### src/rtl/sevenseg_scan_mux.sv
// Seven-segment scan multiplexer: snapshots all digit patterns once per frame and
// drives them one digit at a time onto a shared segment bus. Optional macro SEVENSEG_DEADTIME_EN.
module sevenseg_scan_mux #(
  parameter int unsigned NUM_DISPLAYS      = 4,
  parameter int unsigned SCAN_DIVISIONBITS = 16,
  parameter int unsigned DEADTIME_CYCLES   = 64,
  parameter bit          SEG_ACTIVE_LOW    = 1'b1,
  parameter bit          DIGIT_ACTIVE_LOW  = 1'b1
) (
  input  logic                         clk,
  input  logic                         n_reset,
  input  logic [NUM_DISPLAYS-1:0][6:0] data,
  output logic [6:0]                   seg,
  output logic [NUM_DISPLAYS-1:0]      digit_en,
  output logic                         frame_start
);

  localparam int unsigned IDX_W = (NUM_DISPLAYS > 1) ? $clog2(NUM_DISPLAYS) : 1;

  localparam logic [SCAN_DIVISIONBITS-1:0] CNT_MAX   = '1;
  localparam logic [IDX_W-1:0]             IDX_LAST  = IDX_W'(NUM_DISPLAYS - 1);
  localparam logic [6:0]                   SEG_OFF   = {7{SEG_ACTIVE_LOW}};
  localparam logic [NUM_DISPLAYS-1:0]      DIGIT_OFF = {NUM_DISPLAYS{DIGIT_ACTIVE_LOW}};

  // Reject impossible configurations at elaboration rather than building odd hardware.
  if (NUM_DISPLAYS < 1) begin : g_bad_num_displays
    $error("sevenseg_scan_mux: NUM_DISPLAYS must be at least 1");
  end
  if (SCAN_DIVISIONBITS < 2) begin : g_bad_divisionbits
    $error("sevenseg_scan_mux: SCAN_DIVISIONBITS must be at least 2");
  end
  if ((DEADTIME_CYCLES >> SCAN_DIVISIONBITS) != 0) begin : g_bad_deadtime
    $error("sevenseg_scan_mux: DEADTIME_CYCLES must be shorter than one digit slot");
  end

  logic [SCAN_DIVISIONBITS-1:0] cnt;
  logic [IDX_W-1:0]             idx;
  logic [NUM_DISPLAYS-1:0][6:0] snap;

  logic                         last_in_slot;
  logic                         last_in_frame;
  logic                         blank;
  logic [NUM_DISPLAYS-1:0]      onehot;
  logic [6:0]                   seg_d;
  logic [NUM_DISPLAYS-1:0]      digit_en_d;

  assign last_in_slot  = (cnt == CNT_MAX);
  assign last_in_frame = last_in_slot && (idx == IDX_LAST);

`ifdef SEVENSEG_DEADTIME_EN
  localparam logic [SCAN_DIVISIONBITS-1:0] DEAD = SCAN_DIVISIONBITS'(DEADTIME_CYCLES);

  // A zero-length deadtime would be a compare against zero that never fires.
  if (DEADTIME_CYCLES > 0) begin : g_deadtime
    assign blank = (cnt < DEAD);
  end else begin : g_no_deadtime
    assign blank = 1'b0;
  end
`else
  assign blank = 1'b0;
`endif

  // NOTE: always_comb gives every output a default first, so no path can infer a latch.
  always_comb begin
    onehot     = NUM_DISPLAYS'(1) << idx;
    seg_d      = SEG_OFF;
    digit_en_d = DIGIT_OFF;
    if (!blank) begin
      seg_d      = snap[idx] ^ SEG_OFF;
      digit_en_d = onehot ^ DIGIT_OFF;
    end
  end

  // NOTE: state uses non-blocking assignments so every register sees pre-edge values.
  // NOTE: snap is a small register bank, not a RAM, so it is reset with everything else;
  // that is what makes the first frame after reset come out blank.
  always_ff @(posedge clk or negedge n_reset) begin
    if (!n_reset) begin
      cnt         <= '0;
      idx         <= '0;
      snap        <= '0;
      seg         <= SEG_OFF;
      digit_en    <= DIGIT_OFF;
      frame_start <= 1'b0;
    end else begin
      cnt <= cnt + 1'b1;
      if (last_in_slot) begin
        idx <= (idx == IDX_LAST) ? '0 : idx + 1'b1;
      end
      // Capture only at the frame boundary so a frame never mixes old and new digits.
      if (last_in_frame) begin
        snap <= data;
      end
      frame_start <= (cnt == '0) && (idx == '0);
      seg         <= seg_d;
      digit_en    <= digit_en_d;
    end
  end

endmodule

### config.mk
export PLATFORM = sky130hd
export DESIGN_NAME = sevenseg_scan_mux
export DESIGN_NICKNAME = d
export VERILOG_FILES = /design/src/rtl/sevenseg_scan_mux.sv
export SDC_FILE = /design/constraint.sdc
export NUM_CORES = 1
export LEC_CHECK = 0
export CORE_MARGIN = 2
export CORE_UTILIZATION = 57
export CTS_CLUSTER_SIZE = 12
export DETAILED_ROUTE_END_ITERATION = 7
export GPL_TIMING_DRIVEN = 0
export PLACE_DENSITY_LB_ADDON = 0.08
export SLEW_MARGIN = 20
export SYNTH_ARGS = -nofsm -noshare
export SYNTH_HDL_FRONTEND = slang
export SYNTH_SLANG_ARGS = --single-unit
export TNS_END_PERCENT = 100
### constraint.sdc
create_clock -name clk -period 5.6 [get_ports clk]
set_input_delay 0.84 -clock clk [delete_from_list [all_inputs] [get_ports clk]]
set_output_delay 0.84 -clock clk [all_outputs]
set_load 0.01 [all_outputs]
==> results of run 1 <==
layout by cell type (no fill, tap or decap), types with 2 or more instances in the layout:
master,synthesis,final
clkdlybuf4s50_1,0,40
mux2_4,20,20
clkbuf_1,1,4
dfstp_2,11,11
ha_1,6,6
dfrtp_1,47,47
clkbuf_8,0,10
nor4_1,4,4
mux2_2,10,10
nor2_1,4,4
nand2_1,6,6
nand3_1,6,6
mux4_2,7,7
clkinv_2,0,2
and3_1,3,3
and4_1,2,2
inv_1,16,16
xor2_1,4,4
xnor2_1,10,10
buf_12,2,2
state kept, by name, summed over array words and instances (netlist names):
signal,count
frame_start,1
snap,28
idx,2
digit_en,4
cnt,16
seg,7
final timing paths:
| path | to | depth (start not counted) |
|---|---|---|
| min reg2reg | cnt[0] | 1 |
| max reg2reg | snap[10] | 7 |
| min | cnt[0] | 1 |
| max in group asynchronous | snap[9] | 1 |
| max | seg[5] | 1 |
| min in group asynchronous | snap[11] | 1 |
metrics by stage:
| step | total power [mW] | hold WS, ns | area (um^2) | util (%) |
|---|---|---|---|---|
| floorplan | 0.427 | 0.442 | 2550 | - |
| global placement | 0.455 | 0.454 | 3020 | 69.9 |
| detailed placement | 0.456 | 0.463 | 3020 | 69.8 |
| CTS | 0.832 | 0.485 | 3210 | 74.2 |
| global route | 0.853 | 0.517 | 3210 | 74.2 |
| finish | 0.817 | 0.495 | 3210 | 74.2 |
kinds of logic (layout without fill, tap and decap cells):
logic type / Yosys count / in the layout
simple gates: 31 / 31
mux: 37 / 37
buf+inv: 21 / 78
flops: 58 / 58
xor+xnor: 14 / 14
fa+ha+maj: 6 / 6
routing by layer:
layer / part of all wire [%] / vias to the layer above / routed length (um) / GRT usage, %
met5: 0 / - / 0 / 0
met4: 0.81 / 0 / 36 / 7.34
met3: 7.0 / 4 / 308 / 9.83
met2: 49 / 49 / 2160 / 29.8
met1: 44 / 759 / 1930 / 26.5
li1: - / 681 / - / -
power by group through the flow:
stage          Sequential [mW]  Combinational, mW  Clock [mW]
2_1_floorplan            0.427           0.000384           0
3_3_place_gp             0.427             0.0281           0
3_5_place_dp             0.427             0.0291           0
4_1_cts                  0.419             0.0292       0.384
5_1_grt                  0.419             0.0316       0.402
6_report                 0.420             0.0284       0.369
cell type report:
type | instances | share of cell area [%]
Sequential cell | 58 | 45.7
Tap cell | 52 | 2.03
Clock inverter | 3 | 1.25
Timing Repair Buffer | 41 | 12.7
Multi-Input combinational cell | 88 | 30.0
Clock buffer | 13 | 4.64
Buffer | 5 | 1.87
Inverter | 16 | 1.87
==> metrics.md, run 1 <==
| Metric | Value |
|---|---|
| Status | `complete, no violations` |
| WP buf/inv | `1` |
| Synth top area cells | `dfrtp_1 46%, mux2_4 12%, dfstp_2 11%` |
| Hold Crit Start | `cnt[0]` |
| FP Rows | `24` |
| Largest net degree at the start of global routing | `59` |
| Combinational fraction of design power | `3.5%` |
| Dpl hpwl | `2980 um` |
| Total gr overflow | `0` |
| Post-CTS Hold Buffers | `0` |
| Mean Syn Cell Area | `15.3 um^2` |
| Layout cell share with drive strength beyond 1 | `30.8%` |
| Fin nets | `255` |
| Total Routing Usage GR | `20.3%` |
| H-tree levels | `3` |
| Post-Synth Simple-Gate Area | `7.61%` |
| Clock Power Share | `45.2%` |
| Warnings from Yosys | `0` |
| Share of Yosys cell area claimed by the top area cell type | `46.2%` |
| Clk_skew | `0.00688 ns` |
| Register Area | `0.00147 mm^2` |
| Setup-failing EPs final | `0` |
| Drt pass-1 iters | `4` |
| Switching power | `0.163 mW` |
| Clock Path Buffers | `2` |
| Initial antenna violation count | `0` |
| Syn Std Cell Area | `0.00255 mm^2` |
| TritonCTS clock tree | `built` |
| CTS Buf Count | `9` |
| DR vias/cell | `5.41` |
| Initial core utilization | `58.9%` |
| Clock Pin Slew Worst Setup and Hold Paths | `0.06 ns` |
| Fillers | `283` |
| Num Clock Sinks | `58` |
| Worst Setup End Kind | `output pin` |
| Most frequent cell after synthesis | `dfrtp_1` |
| Area of the multi-input gates | `962 um^2` |
| First-pass GRT wire length | `7500 um` |
| # IOs | `42` |
| Synth Net Count | `203` |
| Via count | `1493` |
| Area Overhead vs Synth | `26.0%` |
| Yosys top cell by area | `dfrtp_1` |
| Slowest cell on the critical path | `dfstp_2` |
| CP cell instances | `clkdlybuf4s50_1` |
| DP Worst Slack | `3.59 ns` |
| Routability cong. | `0.797` |
| Synth cell count leaders | `47 x dfrtp_1, 20 x mux2_4, 16 x inv_1` |
| RSZ-0062 raised after global routing | `no` |
| CP required | `4.76 ns` |
| # resized after CTS | `0` |
| Setup WS post-layout | `3.37 ns` |
| Wire length per cell | `16.0 um` |
| Critical path origin | `seg[5]` |
| Residual DRC | `0` |
| Seq pwr share | `51.3%` |
| Switching Share | `20.0%` |
| Slew headroom | `53.2%` |
| Mux cell area share after synthesis | `22.4%` |
| Worst setup SP type | `flop` |
| Internal | `0.654 mW` |
| Max-cap violations | `0` |
| Die height | `70.9 um` |
| # diodes | `0` |
| Final-report max-slew violation count | `0` |
| Seq/Total Area, Yosys | `57.5%` |
| Crit path max fanout | `1` |
| Initial DRC count | `58` |
| Total Neg Setup Slack | `0 ns` |
| Post-synthesis register bit count | `58` |
| Largest family of logic cells by synthesized area | `multiplexers` |
| Crit Path Category | `reg2out` |
| CP arrival | `1.39 ns` |
| Max Fclk | `449 MHz` |
| Tmin final | `2.23 ns` |
| Post-CTS setup buffers | `0` |
| Worst skew pair latency | `0.33 ns` |
| Cell count after placement | `260` |
| Antenna violation net count after detailed routing | `0` |
| Pwr Density | `255 mW/mm^2` |
| Slew @ Worst Pin | `0.702 ns` |
| Final hold violations | `0` |
| Worst reg2reg setup slack | `3.55 ns` |
| Routed WL | `4430 um` |
| Cell family with most CP delay | `flip-flops` |
| Finished Layout Cells | `276` |
| Root Driver | `clkbuf_8` |
| Leakage power total | `1.45 nW` |
| Post-synth EDFFs | `0` |
| Post-synth ARST share | `100%` |
| Post-synth cell types | `25` |
| Compound-Gate Fraction of Synth Area | `0%` |
| Vias in the first global route | `1544` |
| Final worst path period share | `39.8%` |
| Top_reg_cell synth | `dfrtp_1` |
| Critical Path Max Stage Delay | `0.53 ns` |
| Mapped Cells | `167` |
| Area of the die | `0.00502 mm^2` |
| Worst vdd ir | `165 uV` |
| Post-Synth Adder-Cell Area | `2.95%` |
| Number of port buffers | `41` |
| FF-to-FF Start | `cnt[0]` |
| XOR/XNOR share of the synthesized area | `4.81%` |
| Core area | `0.00432 mm^2` |
| Hold WC Path Type | `reg2reg` |
| Die Wd | `70.9 um` |
No activity file was read; power rests on OpenSTA's default activity.
==> run 2, diff against run 1 <==
Settings changed: CORE_UTILIZATION 57 to 53.
Clock period 5.6 ns to 2.3 ns, I/O delays scaled along.
==> run 2 against run 1 <==
  * Global-route usage down 0.86 points
  * Worst hold slack worse by 0.43 ns
  * Critical endpoint is now snap[17]
  * Clock-buffer cell count down 2
  * Critical path type is now reg2reg
  * Non-clock buffer count unchanged
  * Register-to-register slack worse by 3.3 ns
  * First-iteration DRC count up 10%
  * Clock power rose to 2.7 times the previous value
  * Largest cell class unchanged
  * Total power rose to 2.6 times the previous value
  * Critical path depth up 6
  * Wire length up 2.5%
==> metrics.md, run 2 (synthesized netlist as in run 1, its figures left out) <==
| Metric | Value |
|---|---|
| Status | `complete, no violations` |
| Worst skew pair latency | `0.33 ns` |
| RSZ-0062 raised after global routing | `no` |
| Post-CTS setup buffers | `0` |
| Initial DRC count | `64` |
| Final hold violations | `0` |
| CTS Buf Count | `9` |
| Wire length per cell | `16.3 um` |
| Crit Path Category | `reg2reg` |
| Initial antenna violation count | `0` |
| Layout cell share with drive strength beyond 1 | `31.3%` |
| Clk_skew | `0.00792 ns` |
| # diodes | `0` |
| Via count | `1478` |
| CP arrival | `2.21 ns` |
| Hold WC Path Type | `in2async` |
| Num Clock Sinks | `58` |
| H-tree levels | `3` |
| Critical path origin | `cnt[0]` |
| Number of port buffers | `41` |
| FF-to-FF Start | `cnt[0]` |
| Top reg by flops | `snap` |
| Core area | `0.00469 mm^2` |
| Total Routing Usage GR | `19.4%` |
| Leakage power total | `1.46 nW` |
| Commonest non-fill, non-tap cells in the layout | `47 x dfrtp_1, 40 x clkdlybuf4s50_1, 20 x mux2_4` |
| First-pass GRT wire length | `7490 um` |
| Slew @ Worst Pin | `0.703 ns` |
| TritonCTS clock tree | `built` |
| Area Overhead vs Synth | `26.9%` |
| Design Power | `2.09 mW` |
| Fin nets | `255` |
| Vias in the first global route | `1501` |
| # resized after CTS | `0` |
| Setup-failing EPs final | `0` |
| Antenna violation net count after detailed routing | `0` |
| Worst setup SP type | `flop` |
| Routability cong. | `0.826` |
| Clock Path Buffers | `2` |
| Slew headroom | `53.1%` |
| CP required | `2.50 ns` |
| Final worst path period share | `87.4%` |
| Post-CTS Hold Buffers | `0` |
| DR vias/cell | `5.32` |
| Residual DRC | `0` |
| Die Wd | `73.3 um` |
| Die height | `73.3 um` |
| Finished Layout Cells | `278` |
| Cell count after placement | `262` |
| Drt pass-1 iters | `4` |
| FP Rows | `25` |
| Dpl hpwl | `3120 um` |
| Initial core utilization | `54.3%` |
| Area of the die | `0.00538 mm^2` |
| WHS | `0.0678 ns` |
| Pwr Density | `646 mW/mm^2` |
| Commonest non-fill, non-tap cell in the layout | `dfrtp_1` |
| Clock Pin Slew Worst Setup and Hold Paths | `0.07 ns` |
| Max Fclk | `497 MHz` |
| Final-report max-slew violation count | `0` |
| Leading registers by flop count | `snap x28, cnt x16, seg x7` |
| Core Util, Final | `68.9%` |
| Fillers | `336` |
| Crit path max fanout | `10` |
| DP Worst Slack | `0.303 ns` |
| Worst vdd ir | `523 uV` |
| Max-cap violations | `0` |
| # IOs | `42` |
| Root Driver | `clkbuf_8` |
| Routed WL | `4540 um` |
| Worst Setup End Kind | `flop` |
| Total gr overflow | `0` |
| Max reg flops | `28` |
| Setup WS post-layout | `0.290 ns` |
| Tmin final | `2.01 ns` |
| Largest net degree at the start of global routing | `59` |
[run 2: cell count changes in the layout (fill, tap and decap cells not counted)]
cell and change:
clkbuf_1 -1, bufinv_16 +1, clkinv_4 +1, clkbuf_8 -1
[run 2: through the flow]
stage	TNS [ns]	cell area [um^2]
floorplan	0	2550
global placement	-34.06	3030
detailed placement	0	3020
CTS	0	3230
global route	0	3230
finish	0	3230
[run 2: final cells by class]
cell class	instances	area, um^2	share of cell area (%)
clock buffers	11	131	4.06
well taps	54	67.6	2.09
clock inverters	5	78.8	2.44
repair buffers	41	408	12.6
multi-input cells	88	962	29.8
flip-flops and latches	58	1470	45.3
inverters	16	60.1	1.86
plain buffers	5	60.1	1.86
[run 2: final timing paths]
| check | to | slack (ns) | cells past startpoint |
|---|---|---|---|
| max reg2reg | snap[17] | 0.29 | 7 |
| max | snap[17] | 0.29 | 7 |
| min in group clk | cnt[0] | 0.48 | 1 |
| max in group asynchronous | snap[22] | 1.77 | 1 |
| min reg2reg | cnt[0] | 0.48 | 1 |
| min | snap[11] | 0.07 | 1 |
[run 2: critical path: stages, from the launching register on]
cell	delay, ns
dfrtp_1	0.37
ha_1	0.24
nand3_1	0.16
nor3_4	0.24
and3_1	0.21
buf_6	0.17
buf_12	0.17
mux2_4	0.31
[run 2: metal layers]
metal  up-vias  wire, um  track usage, %
met1       759      2010            26.7
met4         0        57            7.27
li1        678         -               -
met2        35      2290            28.9
met5         -         0               0
met3         6       181            6.45
[run 2: power breakdown]
part	total [mW]	switching (mW)	leakage, nW	internal [mW]
clock network	0.997	0.389	0.107	0.609
registers	1.02	0	0.758	1.02
logic	0.0686	0.0256	0.591	0.0430
==> run 3, diff against run 2 <==
Settings changed: CAP_MARGIN set to 0, SLEW_MARGIN 20 to 5, TNS_END_PERCENT 100 to 20.
==> run 3 against run 2 <==
  * Total power is 2.0% higher
  * Sequential share of layout area is 0.50 points lower
  * Largest cell class unchanged
  * Clock-buffer cell count stayed put
  * Largest power group is now clock
==> metrics.md, run 3 (synthesized netlist as in run 1, its figures left out) <==
| Metric | Value |
|---|---|
| Clock Path Buffers | `2` |
| Finished Layout Cells | `280` |
| Total Routing Usage GR | `20.3%` |
| Hold WC Path Type | `reg2reg` |
| Commonest non-fill, non-tap cell in the layout | `dfrtp_1` |
| H-tree levels | `3` |
| Worst vdd ir | `330 uV` |
| Fillers | `330` |
| Crit Path Category | `reg2reg` |
| Area Overhead vs Synth | `28.3%` |
| Slew headroom | `63.8%` |
| Slew @ Worst Pin | `0.543 ns` |
| Number of port buffers | `41` |
| First-pass GRT wire length | `7730 um` |
| Worst setup SP type | `flop` |
| Root Driver | `clkbuf_8` |
| Area of the die | `0.00538 mm^2` |
| Status | `complete, no violations` |
| CTS Buf Count | `9` |
| TritonCTS clock tree | `built` |
| Design Power | `2.13 mW` |
| Fin nets | `257` |
| Area of the multi-input gates | `962 um^2` |
| CP required | `2.51 ns` |
| Top reg by flops | `snap` |
| Die Wd | `73.3 um` |
| Post-CTS setup buffers | `0` |
| Worst Setup End Kind | `flop` |
| Wire length per cell | `16.3 um` |
| Drt pass-1 iters | `4` |
| Clk_skew | `0.00832 ns` |
| Clock Pin Slew Worst Setup and Hold Paths | `0.07 ns` |
| Residual DRC | `0` |
| RSZ-0062 raised after global routing | `no` |
| DR vias/cell | `5.19` |
| Hold Crit Start | `cnt[0]` |
| Pwr Density | `651 mW/mm^2` |
| Initial DRC count | `77` |
| Antenna violation net count after detailed routing | `0` |
| Critical path origin | `cnt[0]` |
| Setup WS post-layout | `0.297 ns` |
| Cell count after placement | `263` |
| Die height | `73.3 um` |
| FF-to-FF Start | `cnt[0]` |
| Final Cell Area | `0.00327 mm^2` |
| CP arrival | `2.21 ns` |
| Core area | `0.00469 mm^2` |
| Max Fclk | `499 MHz` |
| Final hold violations | `0` |
| Core Util, Final | `69.7%` |
| CP cell instances | `ha_1 > nand3_1 > nor3_4 > and3_1 > buf_6 > buf_12 > mux2_4` |
| Vias in the first global route | `1579` |
| Commonest non-fill, non-tap cells in the layout | `47 x dfrtp_1, 40 x clkdlybuf4s50_1, 20 x mux2_4` |
| Setup-failing EPs final | `0` |
| Max reg flops | `28` |
| Leading registers by flop count | `snap x28, cnt x16, seg x7` |
| Leakage power total | `1.47 nW` |
| Crit path max fanout | `10` |
| Critical Path Max Stage Delay | `0.37 ns` |
| # diodes | `0` |
| Initial core utilization | `54.3%` |
| Cell Area, Placed | `0.00304 mm^2` |
| Final worst path period share | `87.1%` |
| Worst reg2reg setup slack | `0.30 ns` |
| Register Area | `0.00147 mm^2` |
| Layout cell share with drive strength beyond 1 | `31.9%` |
| WHS | `0.474 ns` |
| Worst skew pair latency | `0.33 ns` |
| # resized after CTS | `0` |
| DP Worst Slack | `0.306 ns` |
| Slowest cell on the critical path | `dfrtp_1` |
| Max-cap violations | `0` |
| Routed WL | `4570 um` |
| Num Clock Sinks | `58` |
| Tmin final | `2.00 ns` |
| Final-report max-slew violation count | `0` |
| Via count | `1453` |
| Largest net degree at the start of global routing | `42` |
| # IOs | `42` |
| Total Neg Setup Slack | `0 ns` |
| Routability cong. | `0.826` |
| FP Rows | `25` |
| Dpl hpwl | `3210 um` |
| Initial antenna violation count | `0` |
| Total gr overflow | `0` |
==> run 3: final timing paths <==
kind / endpoint / cells past startpoint
hold / removal: cnt[0] / 1
setup / recovery: snap[16] / 7
max in group asynchronous: seg[0] / 3
setup reg to reg: snap[16] / 7
hold reg to reg: cnt[0] / 1
min in group asynchronous: snap[4] / 2
==> run 3: layout make-up <==
class                           count  area share, %
Clock buffer                       11           4.32
Timing Repair Buffer               43           13.3
Sequential cell                    58           44.8
Clock inverter                      5           2.37
Tap cell                           54           2.07
Inverter                           16           1.84
Buffer                              5           1.84
Multi-Input combinational cell     88           29.4
==> run 3: critical path: cells and delay by family (launching register included) <==
kind / cells / cell delay (ns)
buffers and inverters: 2 / 0.35
DFF: 1 / 0.37
adders and majority gates: 1 / 0.24
muxes: 1 / 0.31
and+or+nand+nor: 3 / 0.61
==> run 3: where the power goes <==
part           internal (mW)  total, mW  switching (mW)
sequential              1.02       1.02               0
combinational         0.0471     0.0736          0.0265
clock                  0.636       1.03           0.399
==> run 3: layer usage <==
metal | global-route usage, % | wire length (um) | up-vias | share of wire (%)
li1 | - | - | 680 | -
met1 | 28.3 | 2040 | 728 | 45
met2 | 28.8 | 2250 | 37 | 49
met3 | 4.94 | 201 | 8 | 4.4
met4 | 12.1 | 78 | 0 | 1.7
met5 | 0 | 0 | - | 0
==> run 3: what timing repair did <==
item / in CTS / in global routing
setup endpoints to repair: 0 / 0
hold buffers: 1 / 0
hold endpoints to repair: 14 / 0
